### config.mk
export PLATFORM = sky130hd
export DESIGN_NAME = des_fround_pipe_flat
export DESIGN_NICKNAME = d
export VERILOG_FILES = /design/src/rtl/des_pkg.sv /design/src/rtl/des_fround_pipe_if.sv /design/src/rtl/des_sbox_bank.sv /design/src/rtl/des_fround_pipe.sv /design/src/flat_wrapper.sv
export SDC_FILE = /design/constraint.sdc
export NUM_CORES = 1
export LEC_CHECK = 0
export ABC_AREA = 1
export CAP_MARGIN = 20
export CORE_MARGIN = 3
export CORE_UTILIZATION = 55
export CTS_CLUSTER_DIAMETER = 150
export DETAILED_ROUTE_END_ITERATION = 8
export PLACE_DENSITY = 0.8
export SLEW_MARGIN = 15
export SYNTH_ARGS = -nofsm -noshare
export SYNTH_HDL_FRONTEND = slang
export SYNTH_SLANG_ARGS = --single-unit
### constraint.sdc
create_clock -name clk -period 3.66 [get_ports clk]
set_clock_uncertainty 0.2 [all_clocks]
set_input_delay 0.732 -clock clk [delete_from_list [all_inputs] [get_ports clk]]
set_output_delay 0.732 -clock clk [all_outputs]
set_load 0.01 [all_outputs]
### src/rtl/des_pkg.sv
// des_pkg: DES round constants (E expansion, P permutation, S-boxes) and the
// bit-permutation helpers shared by the Feistel round stage.
// Bit order: DES bit 1 is the MSB of every vector (hex literals read MSB-first
// in DES notation), so DES bit n lives at index W-n.
package des_pkg;

  localparam int NUM_SBOX = 8;
  localparam int HALF_W   = 32;
  localparam int KEY_W    = 6 * NUM_SBOX;

  typedef logic [HALF_W-1:0] half_t;
  typedef logic [KEY_W-1:0]  key_t;

  // raw round input as presented upstream
  typedef struct packed {
    half_t l;
    half_t r;
    key_t  k;
    logic  last;
  } fr_in_t;

  // stage-1 payload: halves plus keyed expansion
  typedef struct packed {
    half_t l;
    half_t r;
    key_t  x;
    logic  last;
  } fr_s1_t;

  // round result
  typedef struct packed {
    half_t l;
    half_t r;
  } fr_out_t;

  localparam int E_TAB [KEY_W] = '{
    32,  1,  2,  3,  4,  5,   4,  5,  6,  7,  8,  9,
     8,  9, 10, 11, 12, 13,  12, 13, 14, 15, 16, 17,
    16, 17, 18, 19, 20, 21,  20, 21, 22, 23, 24, 25,
    24, 25, 26, 27, 28, 29,  28, 29, 30, 31, 32,  1
  };

  localparam int P_TAB [HALF_W] = '{
    16,  7, 20, 21, 29, 12, 28, 17,
     1, 15, 23, 26,  5, 18, 31, 10,
     2,  8, 24, 14, 32, 27,  3,  9,
    19, 13, 30,  6, 22, 11,  4, 25
  };

  // [box][row][col], box 0 = S1
  localparam int SBOX [NUM_SBOX][4][16] = '{
    '{'{14, 4,13, 1, 2,15,11, 8, 3,10, 6,12, 5, 9, 0, 7},
      '{ 0,15, 7, 4,14, 2,13, 1,10, 6,12,11, 9, 5, 3, 8},
      '{ 4, 1,14, 8,13, 6, 2,11,15,12, 9, 7, 3,10, 5, 0},
      '{15,12, 8, 2, 4, 9, 1, 7, 5,11, 3,14,10, 0, 6,13}},
    '{'{15, 1, 8,14, 6,11, 3, 4, 9, 7, 2,13,12, 0, 5,10},
      '{ 3,13, 4, 7,15, 2, 8,14,12, 0, 1,10, 6, 9,11, 5},
      '{ 0,14, 7,11,10, 4,13, 1, 5, 8,12, 6, 9, 3, 2,15},
      '{13, 8,10, 1, 3,15, 4, 2,11, 6, 7,12, 0, 5,14, 9}},
    '{'{10, 0, 9,14, 6, 3,15, 5, 1,13,12, 7,11, 4, 2, 8},
      '{13, 7, 0, 9, 3, 4, 6,10, 2, 8, 5,14,12,11,15, 1},
      '{13, 6, 4, 9, 8,15, 3, 0,11, 1, 2,12, 5,10,14, 7},
      '{ 1,10,13, 0, 6, 9, 8, 7, 4,15,14, 3,11, 5, 2,12}},
    '{'{ 7,13,14, 3, 0, 6, 9,10, 1, 2, 8, 5,11,12, 4,15},
      '{13, 8,11, 5, 6,15, 0, 3, 4, 7, 2,12, 1,10,14, 9},
      '{10, 6, 9, 0,12,11, 7,13,15, 1, 3,14, 5, 2, 8, 4},
      '{ 3,15, 0, 6,10, 1,13, 8, 9, 4, 5,11,12, 7, 2,14}},
    '{'{ 2,12, 4, 1, 7,10,11, 6, 8, 5, 3,15,13, 0,14, 9},
      '{14,11, 2,12, 4, 7,13, 1, 5, 0,15,10, 3, 9, 8, 6},
      '{ 4, 2, 1,11,10,13, 7, 8,15, 9,12, 5, 6, 3, 0,14},
      '{11, 8,12, 7, 1,14, 2,13, 6,15, 0, 9,10, 4, 5, 3}},
    '{'{12, 1,10,15, 9, 2, 6, 8, 0,13, 3, 4,14, 7, 5,11},
      '{10,15, 4, 2, 7,12, 9, 5, 6, 1,13,14, 0,11, 3, 8},
      '{ 9,14,15, 5, 2, 8,12, 3, 7, 0, 4,10, 1,13,11, 6},
      '{ 4, 3, 2,12, 9, 5,15,10,11,14, 1, 7, 6, 0, 8,13}},
    '{'{ 4,11, 2,14,15, 0, 8,13, 3,12, 9, 7, 5,10, 6, 1},
      '{13, 0,11, 7, 4, 9, 1,10,14, 3, 5,12, 2,15, 8, 6},
      '{ 1, 4,11,13,12, 3, 7,14,10,15, 6, 8, 0, 5, 9, 2},
      '{ 6,11,13, 8, 1, 4,10, 7, 9, 5, 0,15,14, 2, 3,12}},
    '{'{13, 2, 8, 4, 6,15,11, 1,10, 9, 3,14, 5, 0,12, 7},
      '{ 1,15,13, 8,10, 3, 7, 4,12, 5, 6,11, 0,14, 9, 2},
      '{ 7,11, 4, 1, 9,12,14, 2, 0, 6,10,13,15, 3, 5, 8},
      '{ 2, 1,14, 7, 4,10, 8,13,15,12, 9, 0, 3, 5, 6,11}}
  };

  // E expansion: output bit i (DES order) takes R bit E_TAB[i]
  function automatic key_t des_expand(input half_t r);
    key_t e;
    for (int i = 0; i < KEY_W; i++) e[KEY_W-1-i] = r[HALF_W-E_TAB[i]];
    return e;
  endfunction

  // P permutation on the concatenated S-box outputs
  function automatic half_t des_perm_p(input half_t s);
    half_t p;
    for (int i = 0; i < HALF_W; i++) p[HALF_W-1-i] = s[HALF_W-P_TAB[i]];
    return p;
  endfunction

endpackage

### src/rtl/des_fround_pipe_if.sv
// des_fround_pipe_if: upstream and downstream valid/ready channels of the
// DES round stage. master = round controller / result sink side, slave = stage.
interface des_fround_pipe_if;
  import des_pkg::*;

  logic  in_valid;
  logic  in_ready;
  half_t in_l;
  half_t in_r;
  key_t  in_k;
  logic  in_last;
  logic  out_valid;
  logic  out_ready;
  half_t out_l;
  half_t out_r;

  modport master (
    output in_valid, in_l, in_r, in_k, in_last, out_ready,
    input  in_ready, out_valid, out_l, out_r
  );

  modport slave (
    input  in_valid, in_l, in_r, in_k, in_last, out_ready,
    output in_ready, out_valid, out_l, out_r
  );
endinterface

### src/rtl/des_sbox_bank.sv
// des_sbox_bank: combinational 48->32 lookup through all eight DES S-boxes.
// Box g consumes 6 bits starting at DES bit 6g+1; its 4-bit result lands at
// DES bits 4g+1..4g+4 (S1 in the top nibble).
module des_sbox_bank
  import des_pkg::*;
(
  input  key_t  x_i,
  output half_t y_o
);
  for (genvar g = 0; g < NUM_SBOX; g++) begin : g_box
    logic [5:0] b;
    logic [1:0] row;
    logic [3:0] col;
    assign b   = x_i[KEY_W-1-6*g -: 6];
    assign row = {b[5], b[0]};   // outer bits (DES b0, b5)
    assign col = b[4:1];         // inner bits (DES b1..b4)
    assign y_o[HALF_W-1-4*g -: 4] = 4'(SBOX[g][row][col]);
  end
endmodule

### src/rtl/des_fround_pipe.sv
// des_fround_pipe: two-stage pipelined DES Feistel round.
//   stage 1: E(R) ^ K registered with L, R, last
//   stage 2: S-boxes, P, XOR with L, Feistel swap (suppressed on last round)
// Optional macro DES_FROUND_SKID_EN adds a 1-entry input skid buffer so that
// in_ready is a flop and has no combinational path from out_ready.
module des_fround_pipe
  import des_pkg::*;
(
  input  logic             clk,
  input  logic             rst_n,
  des_fround_pipe_if.slave bus
);
  localparam int STAGES = 2;

  logic [STAGES:1] vld_pipe_q;
  fr_s1_t          s1_q, s1_d;
  fr_out_t         s2_q, s2_d;
  fr_in_t          in_beat, s1_src;
  logic            s1_adv, s2_adv, in_xfer, s1_fill;
  half_t           sbox_out, f;

  // a stage moves when its slot is empty or the stage after it moves
  assign s2_adv  = !vld_pipe_q[2] || bus.out_ready;
  assign s1_adv  = !vld_pipe_q[1] || s2_adv;
  assign in_beat = '{l: bus.in_l, r: bus.in_r, k: bus.in_k, last: bus.in_last};

`ifdef DES_FROUND_SKID_EN
  logic   skid_vld_q;
  logic   in_ready_q;
  fr_in_t skid_q;

  assign bus.in_ready = in_ready_q;
  assign in_xfer      = bus.in_valid && in_ready_q;
  // a buffered beat is older than anything on the bus, so it feeds stage 1 first
  assign s1_fill      = skid_vld_q || in_xfer;
  assign s1_src       = skid_vld_q ? skid_q : in_beat;

  // skid buffer: catch a beat accepted while stage 1 is stalled, drain it on the next advance
  always_ff @(posedge clk or negedge rst_n) begin
    if (!rst_n) begin
      skid_vld_q <= 1'b0;
      in_ready_q <= 1'b1;
      skid_q     <= '0;
    end else if (skid_vld_q) begin
      if (s1_adv) begin
        skid_vld_q <= 1'b0;
        in_ready_q <= 1'b1;
      end
    end else if (in_xfer && !s1_adv) begin
      skid_vld_q <= 1'b1;
      in_ready_q <= 1'b0;
      skid_q     <= in_beat;
    end
  end
`else
  assign bus.in_ready = s1_adv;
  assign in_xfer      = bus.in_valid && s1_adv;
  assign s1_fill      = in_xfer;
  assign s1_src       = in_beat;
`endif

  assign s1_d = '{l: s1_src.l, r: s1_src.r, x: des_expand(s1_src.r) ^ s1_src.k,
                  last: s1_src.last};

  des_sbox_bank u_sbox (
    .x_i (s1_q.x),
    .y_o (sbox_out)
  );

  assign f = des_perm_p(sbox_out);

  // Feistel swap, skipped on the final round
  always_comb begin
    s2_d = '{l: s1_q.r, r: s1_q.l ^ f};
    if (s1_q.last) s2_d = '{l: s1_q.l ^ f, r: s1_q.r};
  end

  // valid bits: each stage takes its predecessor's valid when it advances
  always_ff @(posedge clk or negedge rst_n) begin
    if (!rst_n) begin
      vld_pipe_q <= '0;
    end else begin
      if (s1_adv) vld_pipe_q[1] <= s1_fill;
      if (s2_adv) vld_pipe_q[2] <= vld_pipe_q[1];
    end
  end

  // stage-1 data: only loaded by a real beat, bubbles keep old contents
  always_ff @(posedge clk or negedge rst_n) begin
    if (!rst_n)                s1_q <= '0;
    else if (s1_adv && s1_fill) s1_q <= s1_d;
  end

  // stage-2 data: held while out_valid is stalled
  always_ff @(posedge clk or negedge rst_n) begin
    if (!rst_n)                      s2_q <= '0;
    else if (s2_adv && vld_pipe_q[1]) s2_q <= s2_d;
  end

  assign bus.out_valid = vld_pipe_q[2];
  assign bus.out_l     = s2_q.l;
  assign bus.out_r     = s2_q.r;

endmodule

### src/flat_wrapper.sv
// flat-port wrapper written by rule: the top's interface ports become plain ports
module des_fround_pipe_flat import des_pkg::*;
  (clk, rst_n, bus_in_valid, bus_in_l, bus_in_r, bus_in_k, bus_in_last, bus_out_ready, bus_in_ready, bus_out_valid, bus_out_l, bus_out_r);
  des_fround_pipe_if bus_i ();
  input  logic clk;
  input  logic rst_n;
  input wire logic [$bits(bus_i.in_valid)-1:0] bus_in_valid;
  input wire logic [$bits(bus_i.in_l)-1:0] bus_in_l;
  input wire logic [$bits(bus_i.in_r)-1:0] bus_in_r;
  input wire logic [$bits(bus_i.in_k)-1:0] bus_in_k;
  input wire logic [$bits(bus_i.in_last)-1:0] bus_in_last;
  input wire logic [$bits(bus_i.out_ready)-1:0] bus_out_ready;
  output wire logic [$bits(bus_i.in_ready)-1:0] bus_in_ready;
  output wire logic [$bits(bus_i.out_valid)-1:0] bus_out_valid;
  output wire logic [$bits(bus_i.out_l)-1:0] bus_out_l;
  output wire logic [$bits(bus_i.out_r)-1:0] bus_out_r;
  assign bus_i.in_valid = bus_in_valid;
  assign bus_i.in_l = bus_in_l;
  assign bus_i.in_r = bus_in_r;
  assign bus_i.in_k = bus_in_k;
  assign bus_i.in_last = bus_in_last;
  assign bus_i.out_ready = bus_out_ready;
  assign bus_in_ready = bus_i.in_ready;
  assign bus_out_valid = bus_i.out_valid;
  assign bus_out_l = bus_i.out_l;
  assign bus_out_r = bus_i.out_r;
  des_fround_pipe u_core (.clk(clk), .rst_n(rst_n), .bus(bus_i));
endmodule
==> metrics.txt <==
# TYPE chip_impl_metric gauge
chip_impl_metric{name="finalCriticalPeriod",unit="ps"} 2780
chip_impl_metric{name="number_of_antenna_violations_at_the_first_check_in_global_routing",unit=""} 0
chip_impl_metric{name="clk_pin_slew_worst_paths",unit="ps"} 60
chip_impl_info{name="clock_tree_from_tritoncts",value="yes"} 1
chip_impl_info{name="critPathLaunchType",value="input port"} 1
chip_impl_metric{name="power",unit="mW"} 8.92
chip_impl_metric{name="cts_repair_resize_count",unit=""} 0
chip_impl_metric{name="post_synth_num_cell_types",unit=""} 28
chip_impl_metric{name="critPathArrivalTime",unit="ps"} 1850
chip_impl_metric{name="fin_util",unit="%"} 66.8
chip_impl_metric{name="worstMarginPinSlew",unit="ps"} 976
chip_impl_metric{name="power_leakage",unit="nW"} 7.60
chip_impl_metric{name="drt-wirelength-per-cell",unit="microns"} 15.5
chip_impl_info{name="setup_repair_after_global_routing_missed_its_margin",value="no"} 1
chip_impl_metric{name="num-fill-cells",unit=""} 2039
chip_impl_metric{name="syn_to_final_growth",unit="%"} 18.8
chip_impl_metric{name="global_route.overflow_total",unit=""} 0
chip_impl_info{name="critical_path.slowest_cell",value="clkdlybuf4s50_1"} 1
chip_impl_metric{name="seq_area_frac_synth",unit="%"} 35.0
chip_impl_info{name="worstSetupPathType",value="in -> out"} 1
chip_impl_metric{name="place_congestion",unit=""} 0.956
chip_impl_metric{name="yosysWarnings",unit=""} 0
chip_impl_metric{name="wire_length_of_the_first_global_routing_pass",unit="microns"} 59400
chip_impl_metric{name="groute.usage.overall",unit="%"} 29.1
chip_impl_metric{name="timing.critical_path.fanout_max",unit=""} 3
chip_impl_info{name="cts-root-buf",value="clkbuf_16"} 1
chip_impl_metric{name="timing.final.setup_violations",unit=""} 0
chip_impl_info{name="setup.worst_path.end_class",value="output port"} 1
chip_impl_metric{name="synth_fp_nets",unit=""} 2095
chip_impl_metric{name="stdcell_area",unit="sq um"} 15200
chip_impl_metric{name="num_clock_sinks",unit=""} 179
chip_impl_info{name="min_path_type",value="in -> async"} 1
chip_impl_metric{name="die_y",unit="microns"} 159
chip_impl_metric{name="maximum_number_of_pins_on_one_net_before_global_route_repair",unit=""} 99
chip_impl_metric{name="final_min_period_over_clock_period",unit="%"} 76.1
chip_impl_metric{name="placeableCoreArea",unit="sq um"} 22800
chip_impl_metric{name="floorplan.initialDensity",unit="%"} 56.2
chip_impl_info{name="crit_path_cell_trace",value="clkdlybuf4s50_1, inv_1, nand3_2, clkdlybuf4s50_1"} 1
chip_impl_metric{name="drtAntennaViolNets",unit=""} 0
chip_impl_metric{name="ctsHoldBuffers",unit=""} 0
chip_impl_metric{name="timing.fmax",unit="MHz"} 359
chip_impl_metric{name="antenna_cells",unit=""} 0
chip_impl_metric{name="finalHoldViolations",unit=""} 0
chip_impl_metric{name="boundaryPins",unit=""} 183
chip_impl_metric{name="post-cts-setup-buffers",unit=""} 0
chip_impl_metric{name="cts_inserted_buffers",unit=""} 17
chip_impl_metric{name="numPortBuffers",unit=""} 182
chip_impl_metric{name="h_tree_levels",unit=""} 4
chip_impl_metric{name="max-clock-path-buffers",unit=""} 2
chip_impl_metric{name="slew-limit-headroom",unit="%"} 34.9
chip_impl_info{name="outcome",value="complete, no violations"} 1
chip_impl_metric{name="cell_area_power_density",unit="nW/um^2"} 586
chip_impl_metric{name="chipWidth",unit="microns"} 159
chip_impl_metric{name="first_global_vias",unit=""} 12000
chip_impl_metric{name="syn_inst",unit=""} 1915
chip_impl_metric{name="worstSkewPairLatency",unit="ps"} 430
chip_impl_metric{name="floorplan.die_area",unit="sq um"} 25200
chip_impl_metric{name="dp.final_hpwl",unit="microns"} 26100
chip_impl_metric{name="finalSetupTns",unit="ps"} 0
chip_impl_metric{name="finalMaxSlewViolations",unit=""} 0
chip_impl_metric{name="post_route_cells_drive_above_1_share",unit="%"} 3.43
chip_impl_metric{name="ys_seq_elements",unit=""} 179
chip_impl_metric{name="irDropWorstVdd",unit="mV"} 0.359
chip_impl_metric{name="number_of_detailed_routing_iterations_run_before_antenna_repair",unit=""} 6
chip_impl_metric{name="timing.critical_path.required",unit="ps"} 2730
chip_impl_metric{name="detail_route.wirelength",unit="microns"} 36400
chip_impl_metric{name="dp_area",unit="sq um"} 14600
chip_impl_metric{name="max_cap_viols",unit=""} 0
chip_impl_info{name="cpMostUsedCell",value="clkdlybuf4s50_1"} 1
chip_impl_metric{name="synth_area_per_cell",unit="sq um"} 6.69
chip_impl_metric{name="drc",unit=""} 0
chip_impl_metric{name="dr.first_iter.drc_count",unit=""} 1204
chip_impl_metric{name="vias_after_detailed_routing",unit=""} 13000
chip_impl_metric{name="finish.net_count",unit=""} 2209
chip_impl_metric{name="core.rowCount",unit=""} 55
chip_impl_metric{name="post_synth_instance_area",unit="sq um"} 12800
chip_impl_metric{name="crit_path_max_incr_delay",unit="ps"} 540
chip_impl_metric{name="vias_per_cell",unit=""} 5.52
[routing by layer]
| metal | routed length (microns) | part of all wire, % | vias up | track usage [%] |
|---|---|---|---|---|
| met5 | 0 | 0 | - | 0 |
| met3 | 2620 | 7.2 | 52 | 4.73 |
| li1 | - | - | 6409 | - |
| met4 | 724 | 2.0 | 0 | 7.29 |
| met1 | 16000 | 44 | 6018 | 40.2 |
| met2 | 17100 | 47 | 519 | 48.1 |
[cells in the mapped netlist]
| cell type | n | share of area, % |
|---|---|---|
| ha_1 | 63 | 6.2 |
| xnor2_1 | 48 | 3.3 |
| clkbuf_1 | 34 | 1.0 |
| clkinv_1 | 1 | 0.029 |
| o21ai_0 | 131 | 5.1 |
| nand2_1 | 740 | 22 |
| nor2_1 | 26 | 0.76 |
| nand4_1 | 2 | 0.098 |
| o21ai_1 | 5 | 0.20 |
| inv_4 | 2 | 0.098 |
| nand3b_1 | 2 | 0.12 |
| buf_6 | 11 | 0.97 |
| nand2_2 | 8 | 0.39 |
| buf_4 | 15 | 0.88 |
| inv_2 | 7 | 0.21 |
| inv_1 | 140 | 4.1 |
| clkbuf_4 | 2 | 0.12 |
| or2_2 | 1 | 0.049 |
| buf_2 | 33 | 1.3 |
| nor2_2 | 1 | 0.049 |
| nand2_4 | 2 | 0.18 |
| nand3_2 | 2 | 0.16 |
| o211ai_1 | 7 | 0.41 |
| nand3_1 | 373 | 15 |
| a21oi_1 | 75 | 2.9 |
| buf_1 | 4 | 0.12 |
| dfrtp_1 | 179 | 35 |
| a21oi_2 | 1 | 0.068 |
[through the flow]
stage | hold WS [ps] | setup slack [ps] | cells
after global placement | 264 | 854 | 2323
after global routing | 142 | 802 | 2354
final | 101 | 875 | 2354
after floorplan | 236 | 1610 | 1915
after detailed placement | 269 | 853 | 2323
after CTS | 117 | 870 | 2354
[report_power, final]
group	total (mW)	switching, mW	internal, mW	leakage (nW)
clock	1.90	0.808	1.10	0.291
sequential	3.06	0.583	2.47	2.19
combinational	3.96	2.30	1.66	5.12
total	8.92	3.70	5.23	7.60
[worst paths after layout]
check,startpoint,endpoint,slack (ps),depth (start not counted)
worst min-delay path,rst_n,u_core.s1_q[18],100,1
max in group asynchronous,rst_n,u_core.s1_q[79],2280,2
worst max register to register,u_core.s1_q[37],u_core.bus.out_l[4],1070,13
min in group clk,u_core.bus.out_r[19],u_core.bus.out_r[19],280,2
worst min register to register,u_core.bus.out_r[19],u_core.bus.out_r[19],280,2
worst max-delay path,bus_out_ready,bus_in_ready,880,4
[final cells by class]
| type | count | area (sq um) | share of cell area (%) |
|---|---|---|---|
| Clock inverter | 11 | 155 | 1.02 |
| Inverter | 150 | 569 | 3.74 |
| Clock buffer | 20 | 447 | 2.94 |
| Tap cell | 313 | 392 | 2.57 |
| Sequential cell | 179 | 4480 | 29.4 |
| Timing Repair Buffer | 194 | 1970 | 12.9 |
| Multi-Input combinational cell | 1487 | 7210 | 47.4 |
[critical path, delay by kind of cell]
kind                   cells  cell delay [ps]
buffers and inverters      3             1040
and+or+nand+nor            1               80
[sequential cells by signal, indices dropped and copies added (netlist names)]
name,count
u_core.s1_q,113
u_core.bus.out_l,32
u_core.bus.out_r,32
u_core.vld_pipe_q,2
[logic make-up (layout without fill, tap and decap cells)]
logic type	Yosys count	count (layout)	synth area share, %
AOI/OAI and AO/OA	219	219	8.72
xor gates and xnor gates	48	48	3.28
DFF	179	179	35.0
buffers and inverters	249	375	8.80
adders and majority gates	63	63	6.15
and+or+nand+nor	1157	1157	38.1
[placed cells by master (no fill, tap or decap), types with 2 or more instances in the layout]
| cell type | netlist | final |
|---|---|---|
| nand2_1 | 740 | 739 |
| nand3_1 | 373 | 373 |
| clkdlybuf4s50_1 | 0 | 181 |
| dfrtp_1 | 179 | 178 |
| inv_1 | 140 | 138 |
| o21ai_0 | 131 | 131 |
| a21oi_1 | 75 | 75 |
| ha_1 | 63 | 63 |
| xnor2_1 | 48 | 48 |
| nor2_1 | 26 | 26 |
| clkbuf_16 | 0 | 17 |
| nand2_2 | 8 | 8 |
| inv_2 | 7 | 8 |
| buf_4 | 15 | 8 |
| o211ai_1 | 7 | 7 |
| o21ai_1 | 5 | 5 |
| clkinv_4 | 0 | 5 |
| buf_12 | 0 | 4 |
| nand2_4 | 2 | 3 |
| bufinv_16 | 0 | 3 |
| nand4_1 | 2 | 2 |
| nand3b_1 | 2 | 2 |
| nand3_2 | 2 | 2 |
| clkinv_2 | 0 | 2 |
| inv_4 | 2 | 2 |
| clkbuf_8 | 0 | 2 |
| clkbuf_1 | 34 | 2 |
Note: power is estimated with default switching activity, not from simulation.
